`config.mk`:
```
export PLATFORM = sky130hd
export DESIGN_NAME = clk_div_monitor
export DESIGN_NICKNAME = d
export VERILOG_FILES = /design/src/rtl/clk_div_monitor.sv
export SDC_FILE = /design/constraint.sdc
export NUM_CORES = 1
export LEC_CHECK = 0
export ABC_AREA = 1
export CORE_ASPECT_RATIO = 0.75
export CORE_MARGIN = 3
export CORE_UTILIZATION = 40
export CTS_CLUSTER_DIAMETER = 40
export DETAILED_ROUTE_END_ITERATION = 10
export SKIP_CTS_REPAIR_TIMING = 1
export SLEW_MARGIN = 15
export SYNTH_ARGS = -nofsm -noshare
export SYNTH_HDL_FRONTEND = slang
export SYNTH_SLANG_ARGS = --single-unit
export TNS_END_PERCENT = 1
```
`constraint.sdc`:
```
create_clock -name clk -period 2.95 [get_ports clk]
set_input_delay 0.4425 -clock clk [delete_from_list [all_inputs] [get_ports clk]]
set_output_delay 0.4425 -clock clk [all_outputs]
set_load 0.03 [all_outputs]
```
`src/rtl/clk_div_monitor.sv`:
```
// -----------------------------------------------------------------------------
// clk_div_monitor
//
// Receive-side checker for a divided clock generated from clk. The divided
// clock is (optionally) synchronized, edge-detected, and its high time, low
// time and period are measured in clk cycles. Each completed period is compared
// with the expected even divide ratio; consecutive good periods assert
// `locked`, a bad period pulses `mismatch`, and a divided clock that stops
// toggling for TIMEOUT cycles raises `lost`.
//
// Ports:
//   clk        in   monitor clock (the divider's source clock)
//   rst        in   asynchronous active-high reset
//   clk_in     in   divided clock under test
//   meas_valid out  one-cycle pulse: period/high_time/low_time just updated
//   period     out  last complete period, clk cycles (saturating)
//   high_time  out  high portion of the last period
//   low_time   out  low portion of the last period
//   locked     out  LOCK_CNT consecutive matching periods seen
//   mismatch   out  one-cycle pulse with meas_valid when the period is wrong
//   lost       out  level: clk_in has not changed for TIMEOUT cycles
// -----------------------------------------------------------------------------
module clk_div_monitor #(
    parameter int EXP_DIV     = 8,
    parameter int CNT_W       = 8,
    parameter int LOCK_CNT    = 4,
    parameter int TIMEOUT     = 64,
    parameter int SYNC_STAGES = 2
) (
    input  logic             clk,
    input  logic             rst,
    input  logic             clk_in,
    output logic             meas_valid,
    output logic [CNT_W-1:0] period,
    output logic [CNT_W-1:0] high_time,
    output logic [CNT_W-1:0] low_time,
    output logic             locked,
    output logic             mismatch,
    output logic             lost
);

    localparam logic [CNT_W-1:0] CNT_MAX    = '1;
    localparam logic [CNT_W-1:0] EXP_PERIOD = CNT_W'(EXP_DIV);
    localparam logic [CNT_W-1:0] EXP_HIGH   = CNT_W'(EXP_DIV / 2);
    localparam logic [CNT_W-1:0] TIMEOUT_C  = CNT_W'(TIMEOUT);
    localparam logic [3:0]       LOCK_N     = 4'(LOCK_CNT);

    typedef enum logic {
        IDLE = 1'b0,
        RUN  = 1'b1
    } state_t;

    // -------------------------------------------------------------------------
    // Input synchronizer. With zero stages clk_in is taken as already
    // synchronous to clk and used directly.
    // -------------------------------------------------------------------------
    logic s;

    generate
        if (SYNC_STAGES == 0) begin : g_direct
            assign s = clk_in;
        end else begin : g_sync
            // chain[0] is the raw input, chain[SYNC_STAGES] the synchronized one
            logic [SYNC_STAGES:0] chain;
            assign chain[0] = clk_in;

            genvar gi;
            for (gi = 0; gi < SYNC_STAGES; gi++) begin : g_stage
                logic stage_reg;
                always_ff @(posedge clk or posedge rst) begin
                    if (rst) begin
                        stage_reg <= 1'b0;
                    end else begin
                        stage_reg <= chain[gi];
                    end
                end
                assign chain[gi+1] = stage_reg;
            end

            assign s = chain[SYNC_STAGES];
        end
    endgenerate

    // -------------------------------------------------------------------------
    // State
    // -------------------------------------------------------------------------
    state_t           state_reg,      state_next;
    logic             s_d_reg;
    logic [CNT_W-1:0] hi_cnt_reg,     hi_cnt_next;
    logic [CNT_W-1:0] lo_cnt_reg,     lo_cnt_next;
    logic [CNT_W-1:0] run_cnt_reg,    run_cnt_next;
    logic [CNT_W-1:0] period_reg,     period_next;
    logic [CNT_W-1:0] high_time_reg,  high_time_next;
    logic [CNT_W-1:0] low_time_reg,   low_time_next;
    logic [3:0]       match_cnt_reg,  match_cnt_next;
    logic             meas_valid_reg, meas_valid_next;
    logic             mismatch_reg,   mismatch_next;
    logic             locked_reg,     locked_next;
    logic             lost_reg,       lost_next;

    logic             rise;
    logic             fall;
    logic [CNT_W:0]   meas_sum;
    logic [CNT_W-1:0] meas_period;
    logic             meas_match;

    assign rise = s & ~s_d_reg;
    assign fall = ~s & s_d_reg;

    // Period of the measurement closing on this rise, saturated to CNT_W bits.
    assign meas_sum    = {1'b0, hi_cnt_reg} + {1'b0, lo_cnt_reg};
    assign meas_period = meas_sum[CNT_W] ? CNT_MAX : meas_sum[CNT_W-1:0];
    assign meas_match  = (meas_period == EXP_PERIOD) && (hi_cnt_reg == EXP_HIGH);

    always_ff @(posedge clk or posedge rst) begin
        if (rst) begin
            state_reg      <= IDLE;
            s_d_reg        <= 1'b0;
            hi_cnt_reg     <= '0;
            lo_cnt_reg     <= '0;
            run_cnt_reg    <= '0;
            period_reg     <= '0;
            high_time_reg  <= '0;
            low_time_reg   <= '0;
            match_cnt_reg  <= '0;
            meas_valid_reg <= 1'b0;
            mismatch_reg   <= 1'b0;
            locked_reg     <= 1'b0;
            lost_reg       <= 1'b0;
        end else begin
            state_reg      <= state_next;
            s_d_reg        <= s;
            hi_cnt_reg     <= hi_cnt_next;
            lo_cnt_reg     <= lo_cnt_next;
            run_cnt_reg    <= run_cnt_next;
            period_reg     <= period_next;
            high_time_reg  <= high_time_next;
            low_time_reg   <= low_time_next;
            match_cnt_reg  <= match_cnt_next;
            meas_valid_reg <= meas_valid_next;
            mismatch_reg   <= mismatch_next;
            locked_reg     <= locked_next;
            lost_reg       <= lost_next;
        end
    end

    always_comb begin
        state_next      = state_reg;
        hi_cnt_next     = hi_cnt_reg;
        lo_cnt_next     = lo_cnt_reg;
        run_cnt_next    = run_cnt_reg;
        period_next     = period_reg;
        high_time_next  = high_time_reg;
        low_time_next   = low_time_reg;
        match_cnt_next  = match_cnt_reg;
        meas_valid_next = 1'b0;
        mismatch_next   = 1'b0;
        locked_next     = locked_reg;
        lost_next       = lost_reg;

        // Activity counter: cleared by either edge, parks at TIMEOUT so it
        // can never wrap back into a false "alive" reading.
        if (rise || fall) begin
            run_cnt_next = '0;
        end else if (run_cnt_reg != TIMEOUT_C) begin
            run_cnt_next = run_cnt_reg + 1'b1;
        end

        if (rise) begin
            lost_next = 1'b0;
        end

        unique case (state_reg)
            IDLE: begin
                // Anything seen before the first rise is a partial period.
                if (rise) begin
                    hi_cnt_next = CNT_W'(1);
                    lo_cnt_next = '0;
                    state_next  = RUN;
                end
            end

            RUN: begin
                if (rise) begin
                    period_next     = meas_period;
                    high_time_next  = hi_cnt_reg;
                    low_time_next   = lo_cnt_reg;
                    meas_valid_next = 1'b1;
                    if (meas_match) begin
                        if (match_cnt_reg != LOCK_N) begin
                            match_cnt_next = match_cnt_reg + 4'd1;
                        end
                        if (match_cnt_next == LOCK_N) begin
                            locked_next = 1'b1;
                        end
                    end else begin
                        match_cnt_next = '0;
                        mismatch_next  = 1'b1;
                        locked_next    = 1'b0;
                    end
                    // The rise cycle itself is the first high cycle.
                    hi_cnt_next = CNT_W'(1);
                    lo_cnt_next = '0;
                end else if (s) begin
                    hi_cnt_next = (hi_cnt_reg == CNT_MAX) ? CNT_MAX : hi_cnt_reg + 1'b1;
                end else begin
                    lo_cnt_next = (lo_cnt_reg == CNT_MAX) ? CNT_MAX : lo_cnt_reg + 1'b1;
                end
            end

            default: state_next = IDLE;
        endcase

        // Stopped clock. An edge in this cycle forces run_cnt_next to zero,
        // so an edge coinciding with the timeout wins and is measured.
        if (run_cnt_next == TIMEOUT_C) begin
            lost_next      = 1'b1;
            locked_next    = 1'b0;
            match_cnt_next = '0;
            state_next     = IDLE;
        end
    end

    assign meas_valid = meas_valid_reg;
    assign period     = period_reg;
    assign high_time  = high_time_reg;
    assign low_time   = low_time_reg;
    assign locked     = locked_reg;
    assign mismatch   = mismatch_reg;
    assign lost       = lost_reg;

endmodule
```
==> load_flow_metrics.sql, run 1 <==
INSERT INTO impl_metrics (metric_group, metric, value, unit) VALUES
('power', 'fin_total_pwr', '2850', 'uW'),
('die', 'fp.dieArea', '9770', 'sq um'),
('sta', 'post-route-min-period', '2.31', 'ns'),
('critical_path', 'crit_arrival', '2.57', 'ns'),
('yosys', 'synth_sequential_area_ratio', '43.6', '%'),
('yosys', 'netlist_instances', '435', ''),
('power', 'p_leak', '0.00208', 'uW'),
('sta', 'period_share', '78.2', '%'),
('placed_design', 'numPlacedInstances', '567', ''),
('drt', 'route.antenna.remaining_nets', '0', ''),
('drt', 'routedWlPerCell', '13.3', 'um'),
('global_route', 'first_global_vias', '2808', ''),
('clocking', 'clock_sinks', '60', ''),
('critical_path', 'critical_path.slowest_cell', 'fa_1', ''),
('power', 'switching_share', '34.3', '%'),
('global_route', 'grt_first_pass_wirelength', '13400', 'um'),
('critical_path', 'worst-path-buf-inv', '1', ''),
('yosys', 'synth.cell_area', '3440', 'sq um'),
('global_route', 'global_route.usage.total', '17.2', '%'),
('power', 'power.sequential.fraction', '36.4', '%'),
('critical_path', 'critical_path.max_stage_delay', '0.43', 'ns'),
('run', 'max_capacitance_violation_count', '0', ''),
('die', 'floorplan.initialDensity', '42.3', '%'),
('die', 'placeableCoreArea', '8130', 'sq um'),
('drt', 'firstDrtPassIters', '4', ''),
('sta', 'achievable-frequency', '0.434', 'GHz'),
('clocking', 'tritoncts', 'done', ''),
('clocking', 'htree_levels', '3', ''),
('global_route', 'grt_residual_overflow', '0', ''),
('critical_path', 'cell_with_the_most_instances_on_the_worst_path', 'nand3_1', ''),
('critical_path', 'crit_path_end_kind', 'register', ''),
('power', 'power.internal', '1870', 'uW'),
('critical_path', 'crit_path_start_kind', 'register', ''),
('finish', 'drive_gt1_share', '10.5', '%'),
('sta', 'total_neg_setup_slack', '0', 'ns'),
('yosys', 'mappedNetlistNets', '455', ''),
('critical_path', 'cp_top_family', 'simple AND/OR/NAND/NOR gates', ''),
('clocking', 'clk_transition_reported_paths', '0.05', 'ns'),
('power', 'pwr-share-comb', '29.4', '%'),
('die', 'die_w', '113', 'um'),
('clocking', 'clock_path_buffers', '2', ''),
('finish', 'diodes', '0', ''),
('global_route', 'grt_max_degree', '37', ''),
('clocking', 'insertion_delay', '0.33', 'ns'),
('die', 'die_h', '86.3', 'um'),
('power', 'total_switching_power', '978', 'uW'),
('sta', 'setup_repair_after_global_routing_missed_its_margin', 'false', ''),
('critical_path', 'worst-r2r-setup-slack', '0.64', 'ns'),
('yosys', 'synth-edff-count', '0', ''),
('critical_path', 'path_class', 'reg2reg', ''),
('yosys', 'synth-seq-cells', '60', ''),
('finish', 'final_nets', '493', ''),
('sta', 'worst_pin_slew', '0.551', 'ns'),
('clocking', 'master_cell_of_the_clock_root_buffer', 'clkbuf_16', ''),
('placed_design', 'post_detail_place_hpwl', '5830', 'um'),
('sta', 'maxSlewHeadroom', '63.2', '%'),
('min_path', 'path_category_of_the_worst_min_delay_check', 'reg2reg', ''),
('finish', 'final_util', '51.1', '%'),
('die', 'design.portCount', '31', ''),
('critical_path', 'required', '3.22', 'ns'),
('power', 'power_frac_clock', '34.2', '%'),
('sta', 'timing.final.setup_violations', '0', ''),
('global_route', 'antenna_found_initial', '0', ''),
('yosys', 'synthArstFlopShare', '100', '%'),
('placed_design', 'port_buffers', '30', ''),
('sta', 'timing_hold_violations_final', '0', ''),
('status', 'run_status', 'complete, no violations', ''),
('drt', 'routed-via-count', '2878', ''),
('finish', 'final_area', '4150', 'sq um'),
('yosys', 'postSynthAreaPerCell', '7.91', 'sq um'),
('critical_path', 'path_max_fanout', '6', '');
-- synthesized netlist by cell type, types with 2 or more instances --
| cell | number | share of area [%] |
|---|---|---|
| a21oi_1 | 14 | 2.0 |
| clkbuf_1 | 3 | 0.33 |
| dfrtp_1 | 60 | 44 |
| ha_1 | 16 | 5.8 |
| inv_1 | 72 | 7.9 |
| inv_2 | 3 | 0.33 |
| nand2_1 | 97 | 11 |
| nand2_2 | 6 | 1.1 |
| nand3_1 | 32 | 4.7 |
| nand3_2 | 10 | 2.9 |
| nand4_1 | 4 | 0.73 |
| nor2_1 | 31 | 3.4 |
| nor2_2 | 3 | 0.55 |
| nor2_4 | 3 | 0.98 |
| nor3_1 | 6 | 0.87 |
| nor4_1 | 2 | 0.36 |
| o21ai_0 | 43 | 6.3 |
| o22ai_1 | 3 | 0.55 |
| or2_2 | 2 | 0.36 |
| xnor2_1 | 2 | 0.51 |
| xor2_1 | 6 | 1.5 |
-- power groups by stage --
stage          combinational, uW  sequential, uW  clock, uW
2_1_floorplan                437            1160          0
3_3_place_gp                 822            1050          0
3_5_place_dp                 836            1050          0
4_1_cts                      842            1040       1000
5_1_grt                      935            1060       1030
6_report                     838            1040        977
-- kinds of logic after synthesis --
kind of cell               after synthesis  share of synthesized area (%)
buffers and inverters                   82                           9.31
AOI/OAI and AO/OA                       68                           10.8
adders and majority gates               17                           6.40
and+or+nand+nor                        200                           27.8
xor gates and xnor gates                 8                           2.04
DFF                                     60                           43.6
-- per-layer routing --
metal  GRT usage (%)  share of wire (%)  vias to the layer above
met2            24.7                 41                       62
met3            5.09                4.7                       10
met5               0                  0                        -
met4            5.57                1.3                        0
li1                -                  -                     1472
met1            24.9                 53                     1334
-- worst paths after layout --
kind,start,end,cells past startpoint
setup / recovery,hi_cnt_reg[0],match_cnt_reg[2],11
hold / removal,g_sync.g_stage[0].stage_reg,g_sync.g_stage[1].stage_reg,0
setup reg to reg,hi_cnt_reg[0],match_cnt_reg[2],11
hold reg to reg,g_sync.g_stage[0].stage_reg,g_sync.g_stage[1].stage_reg,0
max in group asynchronous,rst,period[1],3
min in group asynchronous,rst,g_sync.g_stage[0].stage_reg,2
-- per-stage QoR --
stage	worst slack, ns	hold slack [ns]
2_1_floorplan	0.899	0.331
3_3_place_gp	0.768	0.333
3_5_place_dp	0.668	0.338
4_1_cts	0.658	0.349
5_1_grt	0.419	0.350
6_report	0.644	0.346
-- placed cells by master, fill, tap and decap left out, drive strengths merged, types with 7 or more instances in the layout --
cell type,Yosys,layout
nand2,103,103
inv,75,75
dfrtp,60,60
o21ai,44,44
nand3,43,43
nor2,37,37
clkdlybuf4s50,0,30
ha,16,16
a21oi,16,16
clkbuf,3,12
nor3,7,7
-- cell type report --
type	count	area, sq um
Multi-Input combinational cell	293	1620
Timing Repair Buffer	33	335
Sequential cell	60	1500
Tap cell	105	131
Fill cell	795	3980
Clock inverter	2	10.0
Inverter	76	285
Clock buffer	12	267
No activity file was read; power rests on OpenSTA's default activity.
==> run 2, diff against run 1 <==
==> constraint.sdc (replaced) <==
create_clock -name clk -period 1.91 [get_ports clk]
set_input_delay 0.2865 -clock clk [delete_from_list [all_inputs] [get_ports clk]]
set_output_delay 0.2865 -clock clk [all_outputs]
set_load 0.03 [all_outputs]
==> load_flow_metrics.sql, run 2 (synthesis results as in run 1) <==
INSERT INTO impl_metrics (metric_group, metric, value, unit) VALUES
('clocking', 'tritoncts', 'done', ''),
('power', 'vdd_ir_drop_max', '0.607', 'mV'),
('sta', 'fin_skew', '0.00768', 'ns'),
('die', 'fp.dieArea', '9770', 'sq um'),
('critical_path', 'cell_with_the_most_instances_on_the_worst_path', 'nand2_1', ''),
('clocking', 'clk_transition_reported_paths', '0.05', 'ns'),
('critical_path', 'critical_path.slowest_cell', 'dfrtp_1', ''),
('die', 'die_w', '113', 'um'),
('clocking', 'insertion_delay', '0.33', 'ns'),
('sta', 'worst_pin_slew', '0.487', 'ns'),
('critical_path', 'crit_arrival', '2.36', 'ns'),
('critical_path', 'reg2reg_to', 'match_cnt_reg[1]', ''),
('drt', 'firstDrtPassIters', '7', ''),
('finish', 'area.growth.synth_to_final', '30.0', '%'),
('die', 'placementRows', '28', ''),
('drt', 'routedWlPerCell', '12.8', 'um'),
('critical_path', 'worst-r2r-setup-slack', '-0.19', 'ns'),
('placed_design', 'post_detail_place_hpwl', '6010', 'um'),
('global_route', 'first_global_vias', '2834', ''),
('critical_path', 'path_max_fanout', '6', ''),
('status', 'run_status', 'complete, but fails checks', ''),
('clocking', 'htree_levels', '3', ''),
('critical_path', 'path_class', 'reg2reg', ''),
('drt', 'route.detailed.vias_per_inst', '4.87', ''),
('min_path', 'path_category_of_the_worst_min_delay_check', 'in2async', ''),
('global_route', 'antenna_found_initial', '0', ''),
('global_route', 'grt_first_pass_wirelength', '13500', 'um'),
('sta', 'maxSlewHeadroom', '67.4', '%'),
('critical_path', 'critical_path.cell_chain', 'ha_2 -> fa_2 -> nand3_2 -> nand3_4 -> a21oi_4 -> nand2_2 -> nor3_2 -> nand2_1 -> nor2_4 -> nand3_1 -> nand2_1', ''),
('sta', 'timing_hold_violations_final', '0', ''),
('sta', 'post-route-worst-setup-slack', '-0.189', 'ns'),
('critical_path', 'critical_path.max_stage_delay', '0.39', 'ns'),
('clocking', 'cts-buffers-inserted', '9', ''),
('global_route', 'grt_residual_overflow', '0', ''),
('power', 'power_density', '1090', 'nW/um^2'),
('sta', 'achievable-frequency', '0.476', 'GHz'),
('status', 'failed_checks', 'negative setup slack', ''),
('drt', 'route.antenna.remaining_nets', '0', ''),
('clocking', 'master_cell_of_the_clock_root_buffer', 'clkbuf_16', ''),
('drt', 'dr.first_iter.drc_count', '133', ''),
('global_route', 'global_route.usage.total', '17.2', '%'),
('placed_design', 'globalplace.congestion', '0.901', ''),
('sta', 'total_neg_setup_slack', '-1.05', 'ns'),
('finish', 'diodes', '0', ''),
('drt', 'routed-via-count', '2990', ''),
('critical_path', 'required', '2.17', 'ns'),
('drt', 'drt_wl_total', '7850', 'um'),
('die', 'die_h', '86.3', 'um'),
('critical_path', 'ff2ff_path_depth', '11', ''),
('finish', 'final.fill_count', '790', ''),
('finish', 'layout.cells.most_common_list', 'nand2_1 (96), inv_1 (71), dfrtp_1 (60)', ''),
('die', 'floorplan.initialDensity', '42.3', '%'),
('power', 'fin_total_pwr', '4880', 'uW'),
('sta', 'timing.hold.ws', '0.229', 'ns'),
('drt', 'drc_errors', '0', ''),
('sta', 'setup_repair_after_global_routing_missed_its_margin', 'true', ''),
('die', 'placeableCoreArea', '8130', 'sq um'),
('run', 'max_capacitance_violation_count', '0', ''),
('finish', 'drive_gt1_share', '17.7', '%'),
('sta', 'drv_slew', '0', ''),
('finish', 'multi_input_area', '1670', 'sq um'),
('placed_design', 'port_buffers', '30', ''),
('placed_design', 'worst_setup_slack_before_clock_tree_synthesis', '-0.174', 'ns'),
('finish', 'final_nets', '524', ''),
('sta', 'timing.final.setup_violations', '7', ''),
('power', 'p_leak', '0.00225', 'uW'),
('sta', 'period_share', '110', '%'),
('die', 'design.portCount', '31', ''),
('critical_path', 'crit_path_start_kind', 'register', ''),
('critical_path', 'r2r_start', 'hi_cnt_reg[0]', ''),
('critical_path', 'crit_path_end_kind', 'register', ''),
('clocking', 'clock_path_buffers', '2', ''),
('finish', 'final_util', '55.0', '%'),
('global_route', 'grt_max_degree', '48', ''),
('sta', 'post-route-min-period', '2.10', 'ns'),
('finish', 'layout.area.seq', '1500', 'sq um'),
('clocking', 'clock_sinks', '60', ''),
('finish', 'layout_commonest_cell', 'nand2_1', '');
run 2: cell type report:
class,instances,area share (%)
multi-input cells,293,37.3
flip-flops and latches,60,33.6
repair buffers,64,12.7
inverters,76,6.38
clock buffers,12,5.51
well taps,105,2.94
clock inverters,4,1.62
run 2: worst max-delay path by stage:
stage	cells past startpoint	from	end	slack, ns
floorplan	11	hi_cnt_reg[0]	match_cnt_reg[0]	-0.05
global placement	11	hi_cnt_reg[0]	match_cnt_reg[3]	-0.11
global route	11	hi_cnt_reg[0]	match_cnt_reg[3]	-0.31
detailed placement	11	hi_cnt_reg[0]	match_cnt_reg[3]	-0.17
CTS	11	hi_cnt_reg[0]	match_cnt_reg[3]	-0.20
finish	11	hi_cnt_reg[0]	match_cnt_reg[1]	-0.19
run 2: per-layer routing:
layer | vias up | global-route usage, % | share of wire, % | wire length, um
li1 | 1532 | - | - | -
met4 | 0 | 5.46 | 1.6 | 127
met3 | 11 | 4.75 | 4.6 | 364
met2 | 63 | 24.8 | 42 | 3310
met1 | 1384 | 25.1 | 52 | 4050
met5 | - | 0 | 0 | 0
run 2: critical path, delay by kind of cell, from the launching register on:
family / cells / cell delay [ns]
simple gates: 8 / 0.85
flops: 1 / 0.39
fa+ha+maj: 2 / 0.55
compound gates: 1 / 0.24
run 2: power breakdown:
part / internal [uW] / leakage [uW] / switching [uW]
Clock: 1170 / 0.000153 / 561
Combinational: 680 / 0.00131 / 883
Sequential: 1450 / 0.000793 / 131
run 2: stage by stage:
stage	area, sq um	std cells
6_report	4470	614
5_1_grt	4470	614
4_1_cts	4410	611
3_5_place_dp	4090	595
3_3_place_gp	4090	595
2_1_floorplan	3450	435
